[config.mk]
export PLATFORM = sky130hd
export DESIGN_NAME = display_scan_ctrl
export DESIGN_NICKNAME = d
export VERILOG_FILES = /design/src/rtl/display_pkg.sv /design/src/rtl/hex7seg.sv /design/src/rtl/display_scan_ctrl.sv
export SDC_FILE = /design/constraint.sdc
export NUM_CORES = 1
export LEC_CHECK = 0
export CORE_ASPECT_RATIO = 1.4
export CORE_MARGIN = 10
export CORE_UTILIZATION = 45
export CTS_BUF_LIST = sky130_fd_sc_hd__clkbuf_8
export DETAILED_ROUTE_END_ITERATION = 8
export HOLD_SLACK_MARGIN = 0.15
export PLACE_DENSITY = 0.66
export SLEW_MARGIN = 10
export SYNTH_ARGS = -nofsm -noshare
export SYNTH_HDL_FRONTEND = slang
export SYNTH_HIERARCHICAL = 1
export SYNTH_SLANG_ARGS = --single-unit
[constraint.sdc]
create_clock -name clk -period 6.5 [get_ports clk]
set_input_delay 1.3 -clock clk [delete_from_list [all_inputs] [get_ports clk]]
set_output_delay 1.3 -clock clk [all_outputs]
set_load 0.05 [all_outputs]
[src/rtl/display_pkg.sv]
// Shared constants and the hex-to-segment font for the seven-segment display blocks.
// Segment order is {dp,g,f,e,d,c,b,a}, active-high.
package display_pkg;

    localparam int NUM_DIGITS = 6;
    localparam int DIGIT_W    = 4;
    localparam int CODE_W     = 3;

    localparam int SEG_A  = 0;
    localparam int SEG_B  = 1;
    localparam int SEG_C  = 2;
    localparam int SEG_D  = 3;
    localparam int SEG_E  = 4;
    localparam int SEG_F  = 5;
    localparam int SEG_G  = 6;
    localparam int SEG_DP = 7;

    typedef enum logic {
        ST_IDLE = 1'b0,
        ST_SCAN = 1'b1
    } scan_state_t;

    function automatic logic [6:0] hex_font(input logic [DIGIT_W-1:0] d);
        logic [6:0] s;
        case (d)
            4'h0:    s = 7'h3F;
            4'h1:    s = 7'h06;
            4'h2:    s = 7'h5B;
            4'h3:    s = 7'h4F;
            4'h4:    s = 7'h66;
            4'h5:    s = 7'h6D;
            4'h6:    s = 7'h7D;
            4'h7:    s = 7'h07;
            4'h8:    s = 7'h7F;
            4'h9:    s = 7'h6F;
            4'hA:    s = 7'h77;
            4'hB:    s = 7'h7C;
            4'hC:    s = 7'h39;
            4'hD:    s = 7'h5E;
            4'hE:    s = 7'h79;
            default: s = 7'h71;
        endcase
        return s;
    endfunction

endpackage

[src/rtl/hex7seg.sv]
// Combinational hex digit to seven-segment encoder ({g,f,e,d,c,b,a}, active-high).
module hex7seg
    import display_pkg::*;
(
    input  logic [DIGIT_W-1:0] digit,
    output logic [6:0]         seg
);

    assign seg = hex_font(digit);

endmodule

[src/rtl/display_scan_ctrl.sv]
// Six-digit seven-segment scan controller with a double-buffered frame (pending buffer + shadow).
// Define DISPLAY_LZB_EN to enable leading-zero blanking.
module display_scan_ctrl
    import display_pkg::*;
#(
    parameter int SCAN_DIV = 50000
) (
    input  logic                          clk,
    input  logic                          rst,
    input  logic                          en,
    input  logic                          wr_valid,
    input  logic [NUM_DIGITS*DIGIT_W-1:0] wr_digits,
    input  logic [NUM_DIGITS-1:0]         wr_dp,
    output logic [CODE_W-1:0]             code,
    output logic [7:0]                    seg,
    output logic                          frame_done,
    output logic                          pending
);

    localparam int PRE_W   = (SCAN_DIV > 1) ? $clog2(SCAN_DIV) : 1;
    localparam int FRAME_W = NUM_DIGITS * DIGIT_W;
    localparam logic [PRE_W-1:0]  PRE_MAX    = PRE_W'(SCAN_DIV - 1);
    localparam logic [CODE_W-1:0] CODE_FIRST = CODE_W'(1);
    localparam logic [CODE_W-1:0] CODE_LAST  = CODE_W'(NUM_DIGITS);

    scan_state_t          state, state_nxt;
    logic [PRE_W-1:0]     presc, presc_nxt;
    logic [CODE_W-1:0]    code_nxt;
    logic                 tick, boundary, fd_nxt, pending_nxt;
    logic [FRAME_W-1:0]   pnd_digits, pnd_digits_nxt, shd_digits, shd_digits_nxt;
    logic [NUM_DIGITS-1:0] pnd_dp, pnd_dp_nxt, shd_dp, shd_dp_nxt, blank;
    logic [DIGIT_W-1:0]   sel_digit;
    logic                 sel_dp, sel_blank;
    logic [6:0]           font;
    logic [7:0]           seg_nxt;

    assign tick = (state == ST_SCAN) && (presc == PRE_MAX);

    // Scan sequencing; the IDLE->SCAN step counts as a frame boundary but not a frame end
    always_comb begin
        state_nxt = state;
        code_nxt  = code;
        presc_nxt = presc;
        boundary  = 1'b0;
        fd_nxt    = 1'b0;
        if (!en) begin
            state_nxt = ST_IDLE;
            code_nxt  = '0;
            presc_nxt = '0;
        end else if (state == ST_IDLE) begin
            state_nxt = ST_SCAN;
            code_nxt  = CODE_FIRST;
            presc_nxt = '0;
            boundary  = 1'b1;
        end else if (tick) begin
            presc_nxt = '0;
            if (code == CODE_LAST) begin
                code_nxt = CODE_FIRST;
                boundary = 1'b1;
                fd_nxt   = 1'b1;
            end else begin
                code_nxt = code + 1'b1;
            end
        end else begin
            presc_nxt = presc + 1'b1;
        end
    end

    // A write landing on a boundary stays in the buffer; the shadow takes the older contents
    always_comb begin
        shd_digits_nxt = shd_digits;
        shd_dp_nxt     = shd_dp;
        if (boundary && pending) begin
            shd_digits_nxt = pnd_digits;
            shd_dp_nxt     = pnd_dp;
        end
        pnd_digits_nxt = pnd_digits;
        pnd_dp_nxt     = pnd_dp;
        pending_nxt    = pending;
        if (wr_valid) begin
            pnd_digits_nxt = wr_digits;
            pnd_dp_nxt     = wr_dp;
            pending_nxt    = 1'b1;
        end else if (boundary) begin
            pending_nxt = 1'b0;
        end
    end

`ifdef DISPLAY_LZB_EN
    // A digit blanks only if it and every higher digit are zero with dp clear; digit 1 always shows
    always_comb begin
        logic run;
        run   = 1'b1;
        blank = '0;
        for (int k = NUM_DIGITS - 1; k >= 1; k--) begin
            run = run && (shd_digits_nxt[k*DIGIT_W +: DIGIT_W] == '0) && !shd_dp_nxt[k];
            blank[k] = run;
        end
    end
`else
    assign blank = '0;
`endif

    always_comb begin
        sel_digit = '0;
        sel_dp    = 1'b0;
        sel_blank = 1'b0;
        for (int k = 0; k < NUM_DIGITS; k++) begin
            if (code_nxt == CODE_W'(k + 1)) begin
                sel_digit = shd_digits_nxt[k*DIGIT_W +: DIGIT_W];
                sel_dp    = shd_dp_nxt[k];
                sel_blank = blank[k];
            end
        end
    end

    hex7seg u_hex7seg (
        .digit (sel_digit),
        .seg   (font)
    );

    always_comb begin
        seg_nxt = '0;
        if ((code_nxt != '0) && !sel_blank) begin
            seg_nxt[SEG_G:SEG_A] = font;
            seg_nxt[SEG_DP]      = sel_dp;
        end
    end

    // Registered outputs: code and seg update together from the same next-state view
    always_ff @(posedge clk) begin
        if (rst) begin
            state      <= ST_IDLE;
            presc      <= '0;
            code       <= '0;
            seg        <= '0;
            frame_done <= 1'b0;
            pending    <= 1'b0;
            pnd_digits <= '0;
            pnd_dp     <= '0;
            shd_digits <= '0;
            shd_dp     <= '0;
        end else begin
            state      <= state_nxt;
            presc      <= presc_nxt;
            code       <= code_nxt;
            seg        <= seg_nxt;
            frame_done <= fd_nxt;
            pending    <= pending_nxt;
            pnd_digits <= pnd_digits_nxt;
            pnd_dp     <= pnd_dp_nxt;
            shd_digits <= shd_digits_nxt;
            shd_dp     <= shd_dp_nxt;
        end
    end

endmodule

# ---- Word-level counts from Yosys, hierarchy flattened
# Memory sizes are Yosys's and may differ from the RTL's. A register that Yosys moved wholly into a read port is not among the register bits.
# Cells that the tools add are included.
dict set report totals {
  romBits 112
  register_bits 90
  memories 1
  wordCells 56
  out_inout_bits 13
  input_bits 34
}
# name depth width read_ports rd_ports_with_merged_regs wr line_no
set mem_list {}
lappend mem_list {{(name not given)} 16 7 1 1 0 display_pkg.sv:25} ;# case (d)
dict set report op_classes {
  n_reduce_logical 7
  n_addsub 2
  bitwise 3
  n_eq_ne 8
  muxes 25
}
# cell n
set op_table {}
lappend op_table {{$mux W24} 1}
lappend op_table {{$mux W4} 6}
lappend op_table {{$add A16 B1 Y16 const B} 1}
lappend op_table {{$eq A16 B16 Y1 const B} 1}
lappend op_table {{$mux W1} 13}
lappend op_table {{$eq A3 B3 Y1 const B} 4}
lappend op_table {{$mux W3} 4}
lappend op_table {{$eq A3 B2 Y1 const B} 2}
lappend op_table {{$mux W6} 1}
lappend op_table {{$reduce_or A4 Y1} 1}
lappend op_table {{$add A3 B1 Y3 const B} 1}
lappend op_table {{$eq A3 B1 Y1 const B} 1}
lappend op_table {{$not A1 Y1} 3}
lappend op_table {{$reduce_bool A3 Y1} 1}
lappend op_table {{$reduce_or A3 Y1} 1}
lappend op_table {{$logic_and A1 B1 Y1} 2}
lappend op_table {{$reduce_bool A2 Y1} 1}
lappend op_table {{$reduce_or A2 Y1} 1}

# ---- Depth between registers and ports, before layout
# Gate-level depths: netlist of the first run.
dict set report depth {
  depth_word 13
  mapped_depth 15
  depth_no_buf 13
}

# ---- Cells and area by module
# Netlist of the first run, hierarchy kept.
# module area_per_inst_um2 seq_area_each_um2 instances cells_per_inst
set modules_own_cells {}
lappend modules_own_cells {display_scan_ctrl 3704.8 1801.7 1 384}
lappend modules_own_cells {hex7seg 287.8 0.0 1 33}

# ---- Least setup slack after synthesis of the first run
# No wires, ideal clock.
dict set report synth_path {
  path_kind {input -> register}
  from {input port en}
  to {register seg[3]}
  path_stages 13
  arrival_ns 3.660
  setup_time_ns 0.115
  path_slack_ns 2.725
  n_path_buf 1
  cell_sequence {nand2_1 -> nor3_2 -> a21oi_4 -> buf_6 -> mux2i_1 -> o221ai_1 -> and3_1 -> a211o_1 -> inv_1 -> ha_1 -> inv_1 -> mux4_1 -> and2_1}
}
dict set report synth_via {
  elab_chain_len 9
  elab_cells_between_ends 19
  cone_classes {eq/ne: 6; mux: 9; bitwise: 1; reduce/logical: 3}
}
# item line_no
set synth_lines {}
lappend synth_lines {{start: declaration} display_scan_ctrl.sv:10} ;# input logic en,
lappend synth_lines {{$mux W1} display_scan_ctrl.sv:46} ;# if (!en) begin
lappend synth_lines {{$logic_and A1 B1 Y1} display_scan_ctrl.sv:73} ;# if (boundary && pending) begin
lappend synth_lines {{$mux W24} display_scan_ctrl.sv:73}
lappend synth_lines {{$mux W4 (5 in series)} display_scan_ctrl.sv:109} ;# if (code_nxt == CODE_W'(k + 1)) begin
lappend synth_lines {{$mux W4 *} display_scan_ctrl.sv:109}
lappend synth_lines {{net sel_digit[1]} display_scan_ctrl.sv:32} ;# logic [DIGIT_W-1:0] sel_digit;
lappend synth_lines {{end: declaration} display_scan_ctrl.sv:15} ;# output logic [7:0] seg,
# The timed path passes the listed nets; every way through them passes the cells marked *.
# A chain may end at the register's enable or synchronous reset.

# ---- Worst setup path in the final report of the first run
# Ends and elaborated chain as after synthesis.

==> results of run 1 <==
-- worst max-delay path by stage --
stage / start / to / slack [ns] / cells past startpoint
global placement: en / seg[3] / 1.63 / 13
floorplan: en / seg[3] / 2.72 / 13
global route: en / seg[3] / 1.58 / 13
CTS: en / seg[3] / 1.87 / 13
detailed placement: en / seg[3] / 1.50 / 13
finish: en / seg[3] / 1.82 / 13
-- power groups by stage --
stage	clock network, mW	logic (mW)	registers, mW
floorplan	0	0.0522	0.598
global placement	0	0.0957	0.592
finish	0.384	0.0960	0.579
global route	0.419	0.105	0.582
CTS	0.398	0.0974	0.579
detailed placement	0	0.0965	0.592
-- cell type report --
cell class              count  share of cell area, %
multi-input cells         295                   43.3
flip-flops and latches     90                   38.6
repair buffers             49                   10.1
clock buffers              11                   3.25
well taps                 105                   2.82
clock inverters             5                   1.15
inverters                   9                  0.724
-- through the flow --
stage	setup WS (ns)	instance area, µm²	std cells	power [mW]	hold WS [ns]
floorplan	2.72	3990	417	0.650	0.413
global placement	1.63	4460	548	0.688	0.423
detailed placement	1.50	4460	548	0.689	0.433
CTS	1.87	4660	564	1.07	0.453
global route	1.58	4660	564	1.11	0.479
finish	1.82	4660	564	1.06	0.447
-- critical path: cells and delay by family --
| kind | cells | cell delay (ns) |
|---|---|---|
| compound gates | 3 | 1.19 |
| fa+ha+maj | 1 | 0.25 |
| buf+inv | 3 | 0.72 |
| mux | 2 | 0.82 |
| simple gates | 4 | 0.62 |
-- cell families after synthesis --
family	after synthesis	synth area share (%)
adders and majority gates	8	2.51
buffers and inverters	32	4.32
xor gates and xnor gates	12	2.63
AOI/OAI and AO/OA	48	8.62
muxes	68	17.5
DFF	90	45.1
and+or+nand+nor	159	19.2
-- per-layer routing --
metal | wire (µm) | share of wire [%]
met3 | 528 | 6.1
met5 | 0 | 0
met4 | 204 | 2.4
met2 | 4160 | 48
met1 | 3750 | 43
-- sequential cells by signal, indices dropped and copies added, names as in the netlist, 3 cells and up --
signal	flops
pnd_dp	6
seg	8
shd_digits	24
code	3
shd_dp	6
presc	16
pnd_digits	24
-- cell usage in the layout, fill, tap and decap left out, types with 3 or more instances in the layout --
master,instances
o221ai_1,4
mux2_2,3
nor3_1,6
xnor2_1,8
nand2b_1,6
nand3_1,6
clkdlybuf4s50_1,44
and2_1,7
mux2i_1,64
inv_1,10
clkbuf_8,11
dfxtp_1,90
nor2b_1,3
or3_1,4
ha_1,8
buf_4,3
a211o_1,4
xor2_1,4
o21ai_0,5
nand2_1,13
a21oi_1,18
and3_1,9
nor2_1,88
==> impl_results.md, run 1 <==
- Comb power frac: 9.1%
- CTS tree: yes
- Synth Area per Inst: 9.57 µm²
- Clock network fraction of design power: 36.3%
- EDFF count, synth: 0
- Max-cap violations: 0
- Area of the multi-input gates: 2020 µm²
- Worst-path clk slew: 0.08 ns
- H-tree Lvls: 3
- Crit path max-delay cell type: a21oi_4
- Status: complete, no violations
- GRT overflow: 0
- Cell-internal power: ~0.81 mW
- WS Path Type: input pin to flop
- Global-route wire length before repair: 14500 µm
- Total Wirelength: 8650 µm
- CTS Hold Bufs: 0
- PwrDens: 227 nW/µm²
- Post-route DRC: 0
- Core area: 8610 µm²
- Syn nets: 459
- Clock Path Buffers: 2
- WP data arrival: 4.94 ns
- Gr busiest metal: met2
- Insertion delay to the later sink of the worst-skew pair: 0.36 ns
- Die outline width: 99.6 µm
- Worst r2r path cells: 13
- Post-synth top cells: 90 x dfxtp_1, 88 x nor2_1, 64 x mux2i_1
- PostCTS Resize Cnt: 0
- Post-synth top area share: 45.1%
- Worst reg2reg path startpoint: presc[0]
- Flops & latches, synth: 90
- Row count: 40
- Ant diodes: 0
- YS warnings: 6
- Crit share post-route: 72.0%
- # IOs: 47
- DRT antenna net count: 0
- Critical-path cell list: clkdlybuf4s50_1, nand2_1, nor3_2, a21oi_4, mux2i_1, o221ai_1, and3_1, a211o_1, inv_1, ha_1, inv_1, mux4_1, and2_1
- Synth Instances: 417
- Min-Delay Startpoint: presc[0]
- Post-synthesis sequential area ratio: 45.1%
- FILL cells: 790
- Data required time of the critical path: 6.76 ns
- Post-CTS setup buffer count: 0
- Total Negative Setup Slacks: 0 ns
- Delay of the slowest critical-path stage: 0.67 ns
- Worst setup EP type: flop
- Largest cells by area after synthesis: dfxtp_1 45%, mux2i_1 16%, nor2_1 8.3%, ha_1 2.5%, a21oi_1 2.3%
- Initial DRC Count: 116
- Met3 global-route usage: ~3.9%
- Vias: 2943
- Initial antenna violation count: 0
- Pin count of the biggest net entering global routing: 65
- End of the worst hold path: presc[0]
- Met2 Use GR: between 20% and 30%
- Root buf cell: clkbuf_8
- Crit-path max FO: 20
- Final hold viol count: 0
- Share of cells above drive strength 1: just under 8%
- Crit start category: input pin
- Dpl hpwl: 6140 µm
- CTS sink count: 90
- Synth async-reset ratio: 0%
- Top_reg_cell synth: dfxtp_1
- Area occupied by registers: 1800 µm²
- DR vias/cell: 5.22
- RSZ-0062 raised after global routing: false
- Sw Share: 23.4%
- Met1 GRT Util: 15.7%
- Drt first pass iters: 7
- Layout Utilization: 54.2%
- Worst hold stages: 1
- Most common cell on crit path: inv_1
- Die Area: 13100 µm²
- GPL Wtd Cong: about 0.86
- Top-count cell post-synth: dfxtp_1
- Per-cell routed wire length: 15.3 µm
- Worst Hold Class: flop to flop
- Final nets: 496
- Die H: 131 µm
- Starting Density: 46.4%
- Post-synthesis cell type count: 54
- Net Sw Power: 0.248 mW
- Flop pwr share: 54.6%
- GRT Total Usage: 13.4%
- Clock Skews: between 0.006 and 0.007 ns
- Vias in the first global route: 2971
- Pleak: approximately 2 nW
- Final Max Slew Viols: 0
- Max rail drop VDD: roughly 0.00014 V
- # port buffers: 46
- Worst relative slew slack: between 30% and 40%
- Num CTS Buffers: 9
- Worst-margin pin slew: around 0.93 ns
- Highest clock rate: approximately 210 MHz
- Cell taking the most area after synthesis: dfxtp_1
- Final Critical Period: 4.68 ns
- Setup slack, reg-to-reg: ~2.3 ns
- # setup viols final: 0
- Syn-to-layout area delta: 16.8%
- Post-Syn Area: 3990 µm²
- Reg-to-Reg End: seg[3]
Power figures use the tool's default switching activity.
==> inputs of run 2 (changes only) <==
Clock period 6.5 ns to 4.9 ns, I/O delays scaled along.
==> run 2 against run 1 <==
Compared with the run above:
- largest power group unchanged
- sequential power rose by 33%
- clock skew increased by 0.0026 ns
- flip-flop and latch count stayed put
- total power is 30% higher
- first-iteration DRC count is 6.9% higher
==> impl_results.md, run 2 (synthesis gave the netlist of run 1 again) <==
- RSZ-0062 raised after global routing: false
- Data required time of the critical path: approximately 5.2 ns
- # setup viols final: 0
- GRT Total Usage: 13.1%
- Comb power frac: 9.3%
- Worst setup EP type: flop
- Ant diodes: 0
- WP data arrival: 4.24 ns
- Flop pwr share: 55.7%
- Commonest non-fill, non-tap cells in the layout: 90 x dfxtp_1, 88 x nor2_1, 64 x mux2i_1
- Net Sw Power: 0.320 mW
- Vias in the first global route: 2891
- Row count: 40
- FILL cells: 808
- Met1 WL: 3800 µm
- Crit path max-delay cell type: clkdlybuf4s50_1
- # IOs: 47
- Die Area: 13100 µm²
- Worst relative slew slack: 40.2%
- Critical-path cell list: clkdlybuf4s50_1, nand2_1, nor3_2, a21oi_4, buf_4, mux2i_1, a21oi_1, a211o_1, inv_1, ha_1, mux4_1, and2_1
- Worst-path clk slew: around 0.080 ns
- Final Critical Period: 3.98 ns
- Insertion delay to the later sink of the worst-skew pair: 0.37 ns
- Clock Skews: 0.00900 ns
- Crit-path max FO: 13
- Core area: 8610 µm²
- Clock network fraction of design power: 35.0%
- Die outline width: approximately 100 µm
- Worst hold stages: 1
- Placed cell count: 551
- Total Wirelength: 8550 µm
- WS Path Type: input pin to flop
- Die H: between 100 and 150 µm
- PostCTS Resize Cnt: 0
- DR vias/cell: 5.16
- Root buf cell: clkbuf_8
- Starting Density: around 46%
- Cell-internal power: 1.06 mW
- GRT overflow: 0
- CTS tree: yes
- Commonest non-fill, non-tap cell in the layout: dfxtp_1
- Routed length on met3: 475 µm
- Final hold viol count: 0
- Total Negative Setup Slacks: 0 ns
- Syn-to-layout area delta: 16.9%
- Metal2 WL: 4110 µm
- PwrDens: 295 nW/µm²
- Initial antenna violation count: 0
- DRT antenna net count: 0
- H-tree Lvls: 3
- Delay of the slowest critical-path stage: 0.50 ns
- Worst Hold Class: flop to flop
- Num CTS Buffers: 9
- Sw Share: 23.2%
- Share of cells above drive strength 1: 7.81%
- Pleak: 1.99 nW
- Global-route wire length before repair: around 14000 µm
- Final nets: 499
- Pin count of the biggest net entering global routing: 65
- Worst-margin pin slew: 0.898 ns
- Highest clock rate: 251 MHz
- Post-route DRC: 0
- Biggest regs: pnd_digits: 24 flops, shd_digits: 24 flops, presc: 16 flops
- Worst r2r path cells: 13
- Vias: 2921
- Initial DRC Count: 124
- # port buffers: 46
- Max rail drop VDD: 0.000169 V
- Dpl hpwl: 6230 µm
- Crit start category: input pin
- CTS Hold Bufs: 0
- Worst reg2reg path startpoint: presc[0]
- Final Max Slew Viols: 0
- Post-Layout Cell Count: approximately 570
- Crit share post-route: 81.2%
- Status: complete, no violations
- Critical path origin: en
- Per-cell routed wire length: 15.1 µm
- Clock Path Buffers: 2
- GPL Wtd Cong: 0.845
- Drt first pass iters: 5
- Top routing layer in use: met4
- CTS sink count: 90
- Max-cap violations: 0
- Min-Delay Startpoint: presc[0]
- Post-CTS setup buffer count: 0
run 2: changes by cell type in the layout (fill, tap and decap cells not counted):
cell	before	now
clkinvlp_4	2	1
clkbuf_8	11	10
inv_1	10	12
clkinv_2	1	0
buf_4	3	6
run 2: power groups by stage:
stage / logic (mW) / registers [mW] / clock network, mW
2_1_floorplan: 0.0692 / 0.794 / 0
3_3_place_gp: 0.128 / 0.785 / 0
3_5_place_dp: 0.129 / 0.785 / 0
4_1_cts: 0.130 / 0.768 / 0.499
5_1_grt: 0.140 / 0.771 / 0.526
6_report: 0.128 / 0.768 / 0.483
run 2: final cells by class:
type / instances / area (µm²) / area share, %
clock buffers: 10 / 138 / 2.95
clock inverters: 5 / 48.8 / 1.05
inverters: 9 / 33.8 / 0.724
multi-input cells: 295 / 2020 / 43.2
flip-flops and latches: 90 / 1800 / 38.6
well taps: 105 / 131 / 2.82
repair buffers: 52 / 495 / 10.6
run 2: final timing paths:
path	slack, ns	end
worst max-delay path	0.92	seg[3]
worst min-delay path	0.45	presc[0]
worst max register to register	1.08	seg[3]
worst min register to register	0.45	presc[0]
run 2: per-layer routing:
| layer | vias to the layer above | GRT usage [%] |
|---|---|---|
| li1 | 1505 | - |
| met1 | 1349 | 15.0 |
| met2 | 54 | 21.1 |
| met3 | 13 | 3.88 |
| met4 | 0 | 7.19 |
| met5 | - | 0 |
run 2: critical path: cells and delay by family:
family | cells | cell delay (ns)
simple gates | 3 | 0.41
mux | 2 | 0.75
compound gates | 3 | 0.93
buf+inv | 3 | 0.89
fa+ha+maj | 1 | 0.27
run 2: through the flow:
stage	power [mW]	instance area, µm²	worst slack, ns	hold WS (ns)	utilization (%)
after floorplan	0.863	3990	1.44	0.413	-
after global placement	0.913	4480	0.669	0.423	52.0
after detailed placement	0.914	4480	0.546	0.435	52.0
after CTS	1.40	4670	0.962	0.449	54.2
after global routing	1.44	4670	0.727	0.468	54.2
final	1.38	4670	0.922	0.452	54.2
